## src/rtl/deskew_pkg.sv

```systemverilog
// Shared types and default sizes for the multi-lane receive deskew stage.
package deskew_pkg;

    localparam int unsigned BLOCK_W_DEF = 66;
    localparam int unsigned LANE_N_DEF  = 4;
    localparam int unsigned DEPTH_DEF   = 8;

    typedef enum logic [1:0] {
        UNLOCK  = 2'd0,
        WAIT_AM = 2'd1,
        ALIGNED = 2'd2
    } state_e;

endpackage

```

## src/rtl/lane_fifo_rx.sv

```systemverilog
// Single-clock per-lane deskew FIFO with synchronous flush; head word is visible combinationally.
module lane_fifo_rx
    import deskew_pkg::*;
#(
    parameter int unsigned WIDTH = BLOCK_W_DEF + 1,
    parameter int unsigned DEPTH = DEPTH_DEF
) (
    input  logic                     clk,
    input  logic                     nreset,
    input  logic                     flush,
    input  logic                     wr,
    input  logic [WIDTH-1:0]         wdata,
    input  logic                     rd,
    output logic [WIDTH-1:0]         rdata_c,
    output logic                     full_c,
    output logic                     empty_c,
    output logic [$clog2(DEPTH):0]   count
);

    localparam int unsigned PW = $clog2(DEPTH);
    localparam int unsigned CW = PW + 1;

    logic [WIDTH-1:0] mem [DEPTH];
    logic [PW-1:0]    wptr;
    logic [PW-1:0]    rptr;
    logic             wr_ok;
    logic             rd_ok;

    assign full_c  = (count == CW'(DEPTH));
    assign empty_c = (count == '0);
    assign rdata_c = mem[rptr];

    // A full FIFO accepts a write only when the same cycle pops it.
    assign rd_ok = rd & ~flush & ~empty_c;
    assign wr_ok = wr & ~flush & (~full_c | rd_ok);

    always_ff @(posedge clk or negedge nreset) begin
        if (!nreset) begin
            wptr  <= '0;
            rptr  <= '0;
            count <= '0;
        end else if (flush) begin
            wptr  <= '0;
            rptr  <= '0;
            count <= '0;
        end else begin
            if (wr_ok) wptr <= wptr + PW'(1);
            if (rd_ok) rptr <= rptr + PW'(1);
            count <= count + CW'(wr_ok) - CW'(rd_ok);
        end
    end

    always_ff @(posedge clk) begin
        if (wr_ok) mem[wptr] <= wdata;
    end

endmodule

```

## src/rtl/lane_deskew_rx.sv

```systemverilog
// Multi-lane deskew: buffers each lane from its AM onward and pops all lanes in lockstep.
// Optional LANE_REORDER_EN maps physical lanes onto logical output slots via lane_i.
module lane_deskew_rx
    import deskew_pkg::*;
#(
    parameter int unsigned BLOCK_W = BLOCK_W_DEF,
    parameter int unsigned LANE_N  = LANE_N_DEF,
    parameter int unsigned DEPTH   = DEPTH_DEF
) (
    input  logic                        clk,
    input  logic                        nreset,
    input  logic                        valid_i,
    input  logic [LANE_N*BLOCK_W-1:0]   block_i,
    input  logic [LANE_N-1:0]           am_v_i,
    input  logic [LANE_N-1:0]           lock_v_i,
    input  logic [LANE_N*LANE_N-1:0]    lane_i,
    output logic                        valid_o,
    output logic [LANE_N*BLOCK_W-1:0]   block_o,
    output logic                        deskew_v_o,
    output logic                        skew_err_o
);

    localparam int unsigned EW = BLOCK_W + 1;
    localparam int unsigned CW = $clog2(DEPTH) + 1;

    state_e                    state;
    state_e                    state_nxt;
    logic [LANE_N-1:0]         am_seen;
    logic [LANE_N-1:0]         am_seen_nxt;
    logic [LANE_N-1:0]         wr;
    logic [LANE_N-1:0]         full;
    logic [LANE_N-1:0]         empty;
    logic [LANE_N-1:0]         head_am;
    logic                      flush;
    logic                      rd_all;
    logic                      err_c;
    logic                      map_ok_c;
    logic [EW-1:0]             head [LANE_N];
    logic [CW-1:0]             lvl  [LANE_N];
    logic [LANE_N*BLOCK_W-1:0] out_c;
    logic                      unused_lvl;

    // One FIFO per physical lane; entry is {am_flag, block}.
    for (genvar k = 0; k < LANE_N; k++) begin : g_lane
        lane_fifo_rx #(
            .WIDTH (EW),
            .DEPTH (DEPTH)
        ) u_fifo (
            .clk     (clk),
            .nreset  (nreset),
            .flush   (flush),
            .wr      (wr[k]),
            .wdata   ({am_v_i[k], block_i[k*BLOCK_W +: BLOCK_W]}),
            .rd      (rd_all),
            .rdata_c (head[k]),
            .full_c  (full[k]),
            .empty_c (empty[k]),
            .count   (lvl[k])
        );
        assign head_am[k] = head[k][BLOCK_W];
    end

    always_comb begin
        unused_lvl = 1'b0;
        for (int k = 0; k < LANE_N; k++) unused_lvl = unused_lvl ^ (^lvl[k]);
    end

`ifdef LANE_REORDER_EN
    logic [LANE_N*LANE_N-1:0] map_q;
    logic                     enter_c;

    // Ids are valid only if each lane is one-hot and together they cover every slot.
    always_comb begin
        logic [LANE_N-1:0] cover;
        cover    = '0;
        map_ok_c = 1'b1;
        for (int k = 0; k < LANE_N; k++) begin
            if (!$onehot(lane_i[k*LANE_N +: LANE_N])) map_ok_c = 1'b0;
            cover = cover | lane_i[k*LANE_N +: LANE_N];
        end
        if (cover != '1) map_ok_c = 1'b0;
    end

    assign enter_c = (state != ALIGNED) && (state_nxt == ALIGNED);

    always_ff @(posedge clk or negedge nreset) begin
        if (!nreset)      map_q <= '0;
        else if (enter_c) map_q <= lane_i;
    end

    always_comb begin
        out_c = '0;
        for (int j = 0; j < LANE_N; j++) begin
            for (int k = 0; k < LANE_N; k++) begin
                if (map_q[k*LANE_N + j]) out_c[j*BLOCK_W +: BLOCK_W] = head[k][BLOCK_W-1:0];
            end
        end
    end
`else
    logic unused_lane_id;

    assign map_ok_c       = 1'b1;
    assign unused_lane_id = ^lane_i;

    always_comb begin
        out_c = '0;
        for (int j = 0; j < LANE_N; j++) out_c[j*BLOCK_W +: BLOCK_W] = head[j][BLOCK_W-1:0];
    end
`endif

    always_ff @(posedge clk or negedge nreset) begin
        if (!nreset) begin
            state   <= UNLOCK;
            am_seen <= '0;
        end else begin
            state   <= state_nxt;
            am_seen <= am_seen_nxt;
        end
    end

    // Lock loss overrides everything; flush always wins over a pending pop or write.
    always_comb begin
        state_nxt   = state;
        am_seen_nxt = am_seen;
        flush       = 1'b0;
        wr          = '0;
        rd_all      = 1'b0;
        err_c       = 1'b0;
        if (!(&lock_v_i)) begin
            state_nxt   = UNLOCK;
            flush       = 1'b1;
            am_seen_nxt = '0;
        end else begin
            case (state)
                UNLOCK: begin
                    flush       = 1'b1;
                    am_seen_nxt = '0;
                    state_nxt   = WAIT_AM;
                end
                WAIT_AM: begin
                    if ((|full) && !(&am_seen)) begin
                        err_c       = 1'b1;
                        flush       = 1'b1;
                        am_seen_nxt = '0;
                    end else if (valid_i) begin
                        am_seen_nxt = am_seen | am_v_i;
                        wr          = am_seen_nxt & ~full;
                        if (&am_seen_nxt) begin
                            if (map_ok_c) begin
                                state_nxt = ALIGNED;
                            end else begin
                                err_c       = 1'b1;
                                flush       = 1'b1;
                                wr          = '0;
                                am_seen_nxt = '0;
                            end
                        end
                    end
                end
                ALIGNED: begin
                    if (valid_i) begin
                        if ((|head_am) && !(&head_am)) begin
                            err_c       = 1'b1;
                            flush       = 1'b1;
                            am_seen_nxt = '0;
                            state_nxt   = WAIT_AM;
                        end else if (!(|empty)) begin
                            rd_all = 1'b1;
                            wr     = '1;
                        end
                    end
                end
                default: begin
                    state_nxt = UNLOCK;
                end
            endcase
        end
    end

    always_ff @(posedge clk or negedge nreset) begin
        if (!nreset) begin
            valid_o    <= 1'b0;
            deskew_v_o <= 1'b0;
            skew_err_o <= 1'b0;
            block_o    <= '0;
        end else begin
            valid_o    <= rd_all;
            deskew_v_o <= (state_nxt == ALIGNED);
            skew_err_o <= err_c;
            if (rd_all) block_o <= out_c;
        end
    end

endmodule

```

## config.mk

```make
export PLATFORM = sky130hd
export DESIGN_NAME = lane_deskew_rx
export DESIGN_NICKNAME = d
export VERILOG_FILES = /design/src/rtl/deskew_pkg.sv /design/src/rtl/lane_fifo_rx.sv /design/src/rtl/lane_deskew_rx.sv
export SDC_FILE = /design/constraint.sdc
export NUM_CORES = 2
export LEC_CHECK = 0
export ABC_AREA = 1
export CAP_MARGIN = 30
export CELL_PAD_IN_SITES_DETAIL_PLACEMENT = 0
export CELL_PAD_IN_SITES_GLOBAL_PLACEMENT = 1
export CORE_AREA = 2 2 403 485
export DETAILED_ROUTE_END_ITERATION = 16
export DIE_AREA = 0 0 405 487
export GPL_TIMING_DRIVEN = 0
export HOLD_SLACK_MARGIN = 0.05
export PLACE_DENSITY_LB_ADDON = 0.2
export REMOVE_ABC_BUFFERS = 1
export SLEW_MARGIN = 15
export SYNTH_ARGS = -nofsm -noshare
export SYNTH_HDL_FRONTEND = slang
export SYNTH_SLANG_ARGS = --single-unit
```

## constraint.sdc

```tcl
create_clock -name clk -period 5.4 [get_ports clk]
set_input_delay 0.81 -clock clk [delete_from_list [all_inputs] [get_ports clk]]
set_output_delay 0.81 -clock clk [all_outputs]
set_load 0.005 [all_outputs]
```

* Word-level counts from Yosys, hierarchy flattened *
Memory sizes are Yosys's and may differ from the RTL's.
Cells that the tools add are included.

storage, ports and cells
  memories kept = 4
  register bits after elaboration = 313
  input bits = 291
  output and inout bits = 267
  memory bits (writable) = 2144
  word-level logic and storage cells = 163

cells by class
  add/sub/neg operators = 16
  reduce and logical (&&, ||, !) cells = 25
  equal/unequal tests = 11
  mux-type cells = 60
  bitwise gates (word level) = 29

memories
  memory                depth  width  read ports  clocked after Yosys merged registers in  write ports  line                source
  g_lane[0].u_fifo.mem  8      67     1           0                                        1            lane_fifo_rx.sv:23  logic [WIDTH-1:0] mem [DEPTH];
  g_lane[1].u_fifo.mem  8      67     1           0                                        1            lane_fifo_rx.sv:23
  g_lane[2].u_fifo.mem  8      67     1           0                                        1            lane_fifo_rx.sv:23
  g_lane[3].u_fifo.mem  8      67     1           0                                        1            lane_fifo_rx.sv:23

operators with widths
  operator               number
  $mux W4                15
  $mux W3                16
  $add A3 B1 Y3 const B  8
  $reduce_and A4 Y1      5
  $mux W1                18
  $add A4 B1 Y4          4
  $eq A4 B4 Y1 const B   4
  $logic_not A4 Y1       4
  $reduce_bool A2 Y1     8
  $sub A4 B1 Y4          4
  $and A1 B1 Y1          13
  $mux W2                6
  $pmux W4 S3            1
  $reduce_or A4 Y1       3
  $not A1 Y1             9
  $pmux W4 S2            1
  $ne A3 B3 Y1 const B   2
  $pmux W2 S3            1
  $and A4 B4 Y4          1
  $eq A2 B2 Y1 const B   2
  $ne A4 B1 Y1 const B   1
  $ne A4 B4 Y1 const B   1
  $not A4 Y4             1
  $or A1 B1 Y1           4
  7 further kinds        9

* Longest topological paths before layout *
An unclocked memory read counts as a cell.

  depth after elaboration = 16
  depth in mapped cells = 22
  mapped depth without buffers = 19

* Hierarchy *
A second synthesis with hierarchy kept.

second synthesis, totals
  cell total of the unflattened synthesis = 8140
  area, all modules = 97080.6 µm²

by module, submodules not included
  module          sequential area each (µm²)  area an instance (µm²)  instances  cells an instance
  lane_fifo_rx    16345.7                     21581.9                 4          1728
  lane_deskew_rx  6831.6                      10752.8                 1          1228

* Worst setup path before layout *
No wires, ideal clock.

  path kind = input -> register
  start point = input lock_v_i[0]
  end point = memory g_lane[3].u_fifo.mem[1][0] (netlist name) (enable)
  path slack = 0.043 ns
  path buffers = 1
  required time = 4.907 ns
  library setup time = 0.493 ns
  arrival = 4.865 ns
  stages = 5
  cells stage by stage = nand4_1 nor2_2 clkbuf_1 nand4_2 nor2_1

on the way
  longest elaborated chain between the ends = 9
  elaborated cells between the ends (all ways) = 12
  classes of those cells = mux: 5; bitwise: 6; reduce/logical: 1

ends and longest elaborated chain
  what                               line                                    source
  start, declared                    lane_deskew_rx.sv:15                    input logic [LANE_N-1:0] lock_v_i,
  $reduce_and A4 Y1 (*)              lane_deskew_rx.sv:129                   if (!(&lock_v_i)) begin
  $mux W1                            lane_deskew_rx.sv:129
  $not A1 Y1                         lane_fifo_rx.sv:34, lane_fifo_rx.sv:35
  $and A1 B1 Y1 (2 in series)        lane_fifo_rx.sv:34                      assign rd_ok = rd & ~flush & ~empty_c;
  $or A1 B1 Y1                       lane_fifo_rx.sv:35                      assign wr_ok = wr & ~flush & (~full_c | rd_ok);
  $and A1 B1 Y1 (*)                  lane_fifo_rx.sv:35
  $mux W1 (*)                        lane_fifo_rx.sv:54                      if (wr_ok) mem[wptr] <= wdata;
  $mux W1 (implied by the code) (*)  lane_fifo_rx.sv:54
  end, declared                      lane_fifo_rx.sv:23

Every way passes the cells marked *; elsewhere a longest branch is shown, timed or not.

* Final worst setup path *
  start point = register g_lane[2].u_fifo.rptr[0]
  end point = memory g_lane[3].u_fifo.mem[0][12] (netlist name) (enable)

on the way
  longest elaborated chain between the ends = 15
  elaborated cells between the ends (all ways) = 25
  classes of those cells = mux: 14; bitwise: 6; reduce/logical: 4; memory: 1

ends and longest elaborated chain
  what                               line                                    source
  start, declared                    lane_fifo_rx.sv:25                      logic [PW-1:0] rptr;
  start signal, assigned             lane_fifo_rx.sv:48                      if (rd_ok) rptr <= rptr + PW'(1);
  $mem_v2 Z8 W67 (*)                 -
  $reduce_and A4 Y1                  lane_deskew_rx.sv:162                   if ((|head_am) && !(&head_am)) begin
  $logic_not A1 Y1                   lane_deskew_rx.sv:162
  $logic_and A1 B1 Y1 (*)            lane_deskew_rx.sv:162
  $mux W1                            lane_deskew_rx.sv:162
  $mux W1                            lane_deskew_rx.sv:161                   if (valid_i) begin
  $pmux W1 S3                        lane_deskew_rx.sv:134                   case (state)
  $mux W1                            lane_deskew_rx.sv:129
  $not A1 Y1                         lane_fifo_rx.sv:34, lane_fifo_rx.sv:35
  $and A1 B1 Y1 (2 in series)        lane_fifo_rx.sv:34
  $or A1 B1 Y1                       lane_fifo_rx.sv:35
  $and A1 B1 Y1 (*)                  lane_fifo_rx.sv:35
  $mux W1 (*)                        lane_fifo_rx.sv:54
  $mux W1 (implied by the code) (*)  lane_fifo_rx.sv:54

Marked as above.

==> flow_metrics.tcl <==
set metrics [dict create \
    n_fill_cell 14989 \
    hpwlAfterDp_mm 135 \
    reg2reg_from "g_lane[2].u_fifo.rptr[0]$_DFFE_PN0P_" \
    slew_headroom_pct 34.0 \
    slew_violations 0 \
    path_clk_slew_ns 0.06 \
    antenna_found_initial 61 \
    initialDrtViolationCount 4191 \
    hp-class "input pin to asynchronous set/reset pin" \
    die_w_um 405 \
    post_cts_buffers 0 \
    row_count 177 \
    ys_top_cells_by_area "edfxtp_1, dfrtp_1, o21ai_0, nor2_1, o221ai_1" \
    synth_cells 6851 \
    cts_tree "built" \
    wire_per_inst_um 22.9 \
    synth_async_sr_flop_share_pct 12.7 \
    yosysMostFrequentCell "edfxtp_1" \
    setup_tns_ns 0 \
    grt_max_degree 195 \
    vias_per_cell 5.66 \
    wl_mm 232 \
    place_congestion 0.736 \
    syn_area_um2 93700 \
    powerDensity_nw_per_um2 334 \
    multiInputGateArea_um2 19300 \
    crit_type "register to register" \
    clock.fmax_mhz 204 \
    portBuffers 541 \
    layout.nets 7643 \
    synth_edf_count 2144 \
    synth_ff_type "edfxtp_1" \
    fin_crit_sh_pct 90.8 \
    drive_above_1_share_pct 7.91 \
    peakVddDrop_uv 300 \
    critical_path_peak_fanout 114 \
    drv_cap 0 \
    regArea_um2 72200 \
    routed-via-count 57358 \
    root_buffer "clkbuf_16" \
    min_period_ns 4.90 \
    htree_levels 4 \
    io_pins 558 \
    synth_warnings 0 \
    syn2layout_area_growth_pct 20.1 \
    grt_usage_pct 23.2 \
    skew_ns 0.0531 \
    cts_buffers 232 \
    initial_core_util_pct 48.6 \
    worstPathArrival_ns 5.44 \
    drcViolationCount 0 \
    grt_pass1_vias 56511 \
    clk_path_buf_depth 3 \
    hold_viol_final 0 \
    rrSetupSlack_ns 0.50 \
    cp-start-kind "register" \
    reg2reg_depth 17 \
    tightest_slew_ns 0.989 \
    die_area_um2 197000 \
    fin_util_pct 58.4 \
    finalSetupViolations 0 \
    core_area_um2 193000 \
    yosysTopAreaCell "edfxtp_1" \
    ys_seq_area_share_pct 77.1 \
    worstPathRequired_ns 5.94 \
    setup.worst_path.end_class "register" \
    ant_nets 0 \
    rsz0062_at_grt "false" \
    ys_seq_elements 2457 \
    synth_top_area_share_pct 68.7 \
    clk_latency_ns 0.87 \
    netlist_top_cells_count "edfxtp_1, o21ai_0, nor2_1" \
    ys_types 33 \
    die_h_um 487 \
    p_leak_nw 38.1 \
    cts_sinks 2457 \
    grt_overflow 0 \
    r2r-end "g_lane[3].u_fifo.mem[0][12]$_DFFE_PP_" \
    drt-pass1-iter-count 7 \
    syn_area_per_cell_um2 13.7 \
    grt_pass1_wl_mm 347 \
    outcome "complete, no violations" \
]
-- routing by layer --
metal / global-route usage (%) / routed length [um] / vias up
met5: 0 / 569 / -
met4: 5.19 / 3930 / 86
met3: 7.04 / 19700 / 368
met2: 37.0 / 109000 / 1480
met1: 31.5 / 98900 / 28856
li1: - / - / 26568
-- cell type report --
class / instances / share of cell area (%)
Sequential cell: 2457 / 64.2
Multi-Input combinational cell: 3815 / 17.1
Timing Repair Buffer: 706 / 8.39
Clock buffer: 318 / 5.61
Tap cell: 2595 / 2.88
Clock inverter: 125 / 1.34
Inverter: 100 / 0.420
Antenna cell: 13 / 0.0289
-- registers in the layout, indices dropped and copies added (netlist names) --
signal,count
skew_err_o,1
state,2
g_lane.u_fifo.mem,2144
deskew_v_o,1
g_lane.u_fifo.rptr,12
g_lane.u_fifo.wptr,12
g_lane.u_fifo.count,16
valid_o,1
am_seen,4
block_o,264
-- timing repair --
action                                 in CTS  in global routing
hold buffers                                1                  0
endpoints found under the hold margin      29                  0
gates resized for setup                     0                  1
setup endpoints to repair                   0                176
-- critical path, stage by stage (launching register included) --
cell,delay [ns]
dfrtp_4,0.70
buf_16,0.31
inv_12,0.38
nand2_1,0.11
nand3_1,0.11
nand3_1,0.10
nand2_1,0.10
nand2_1,0.07
nand2_2,0.09
nand2_1,0.11
nand2_2,0.12
nand3_4,0.12
nand2_4,0.40
nand4_2,0.38
nor2_4,0.65
buf_12,0.28
buf_16,0.20
buf_12,0.21
-- layout by cell type, fill, tap and decap left out, types with 85 or more instances in the layout --
master              n
edfxtp_1         2144
o21ai_0          1326
nor2_1           1084
clkdlybuf4s50_1   540
nand2_1           412
dfrtp_1           305
o22ai_1           264
o221ai_1          264
o21ai_1           261
clkbuf_16         233
buf_16             98
inv_1              85
-- power breakdown --
group | switching (mW) | internal, mW | total (mW)
logic | 0.276 | 0.191 | 0.467
registers | 0.000277 | 20.6 | 20.6
clock network | 7.00 | 9.47 | 16.5
total | 7.28 | 30.3 | 37.6
-- how the worst max path moves through the flow --
stage / from / to / cells past startpoint
CTS: g_lane[2].u_fifo.rptr[1]$_DFFE_PN0P_ / g_lane[3].u_fifo.mem[0][12]$_DFFE_PP_ / 17
global route: g_lane[2].u_fifo.rptr[1]$_DFFE_PN0P_ / g_lane[3].u_fifo.mem[6][47]$_DFFE_PP_ / 18
finish: g_lane[2].u_fifo.rptr[0]$_DFFE_PN0P_ / g_lane[3].u_fifo.mem[0][12]$_DFFE_PP_ / 17
global placement: g_lane[0].u_fifo.rptr[0]$_DFFE_PN0P_ / g_lane[3].u_fifo.count[2]$_DFF_PN0_ / 17
detailed placement: g_lane[2].u_fifo.rptr[1]$_DFFE_PN0P_ / g_lane[3].u_fifo.mem[0][48]$_DFFE_PP_ / 17
floorplan: g_lane[0].u_fifo.rptr[0]$_DFFE_PN0P_ / g_lane[3].u_fifo.count[2]$_DFF_PN0_ / 17
-- cell families (layout without fill, tap and decap cells) --
kind of cell / count (synthesis) / after routing / share of synthesized area (%)
buffers and inverters: 579 / 1249 / 2.60
xor gates and xnor gates: 16 / 16 / 0.150
adders and majority gates: 40 / 40 / 0.566
other: 0 / 13 / 0
DFF: 2457 / 2457 / 77.1
AOI/OAI and AO/OA: 2126 / 2126 / 12.8
and+or+nand+nor: 1633 / 1633 / 6.83
-- stage by stage --
stage,hold slack [ns],area [um2],instances,power [mW],worst slack (ns)
global placement,0.470,100000,9508,21.5,-18.56
detailed placement,0.477,105000,9672,21.5,0.0601
floorplan,0.476,91700,6372,21.1,-7.44
finish,0.417,113000,10129,37.6,0.498
CTS,0.358,113000,10116,37.9,0.0659
global route,0.391,113000,10122,38.7,0.161
Power figures use the tool's default switching activity.
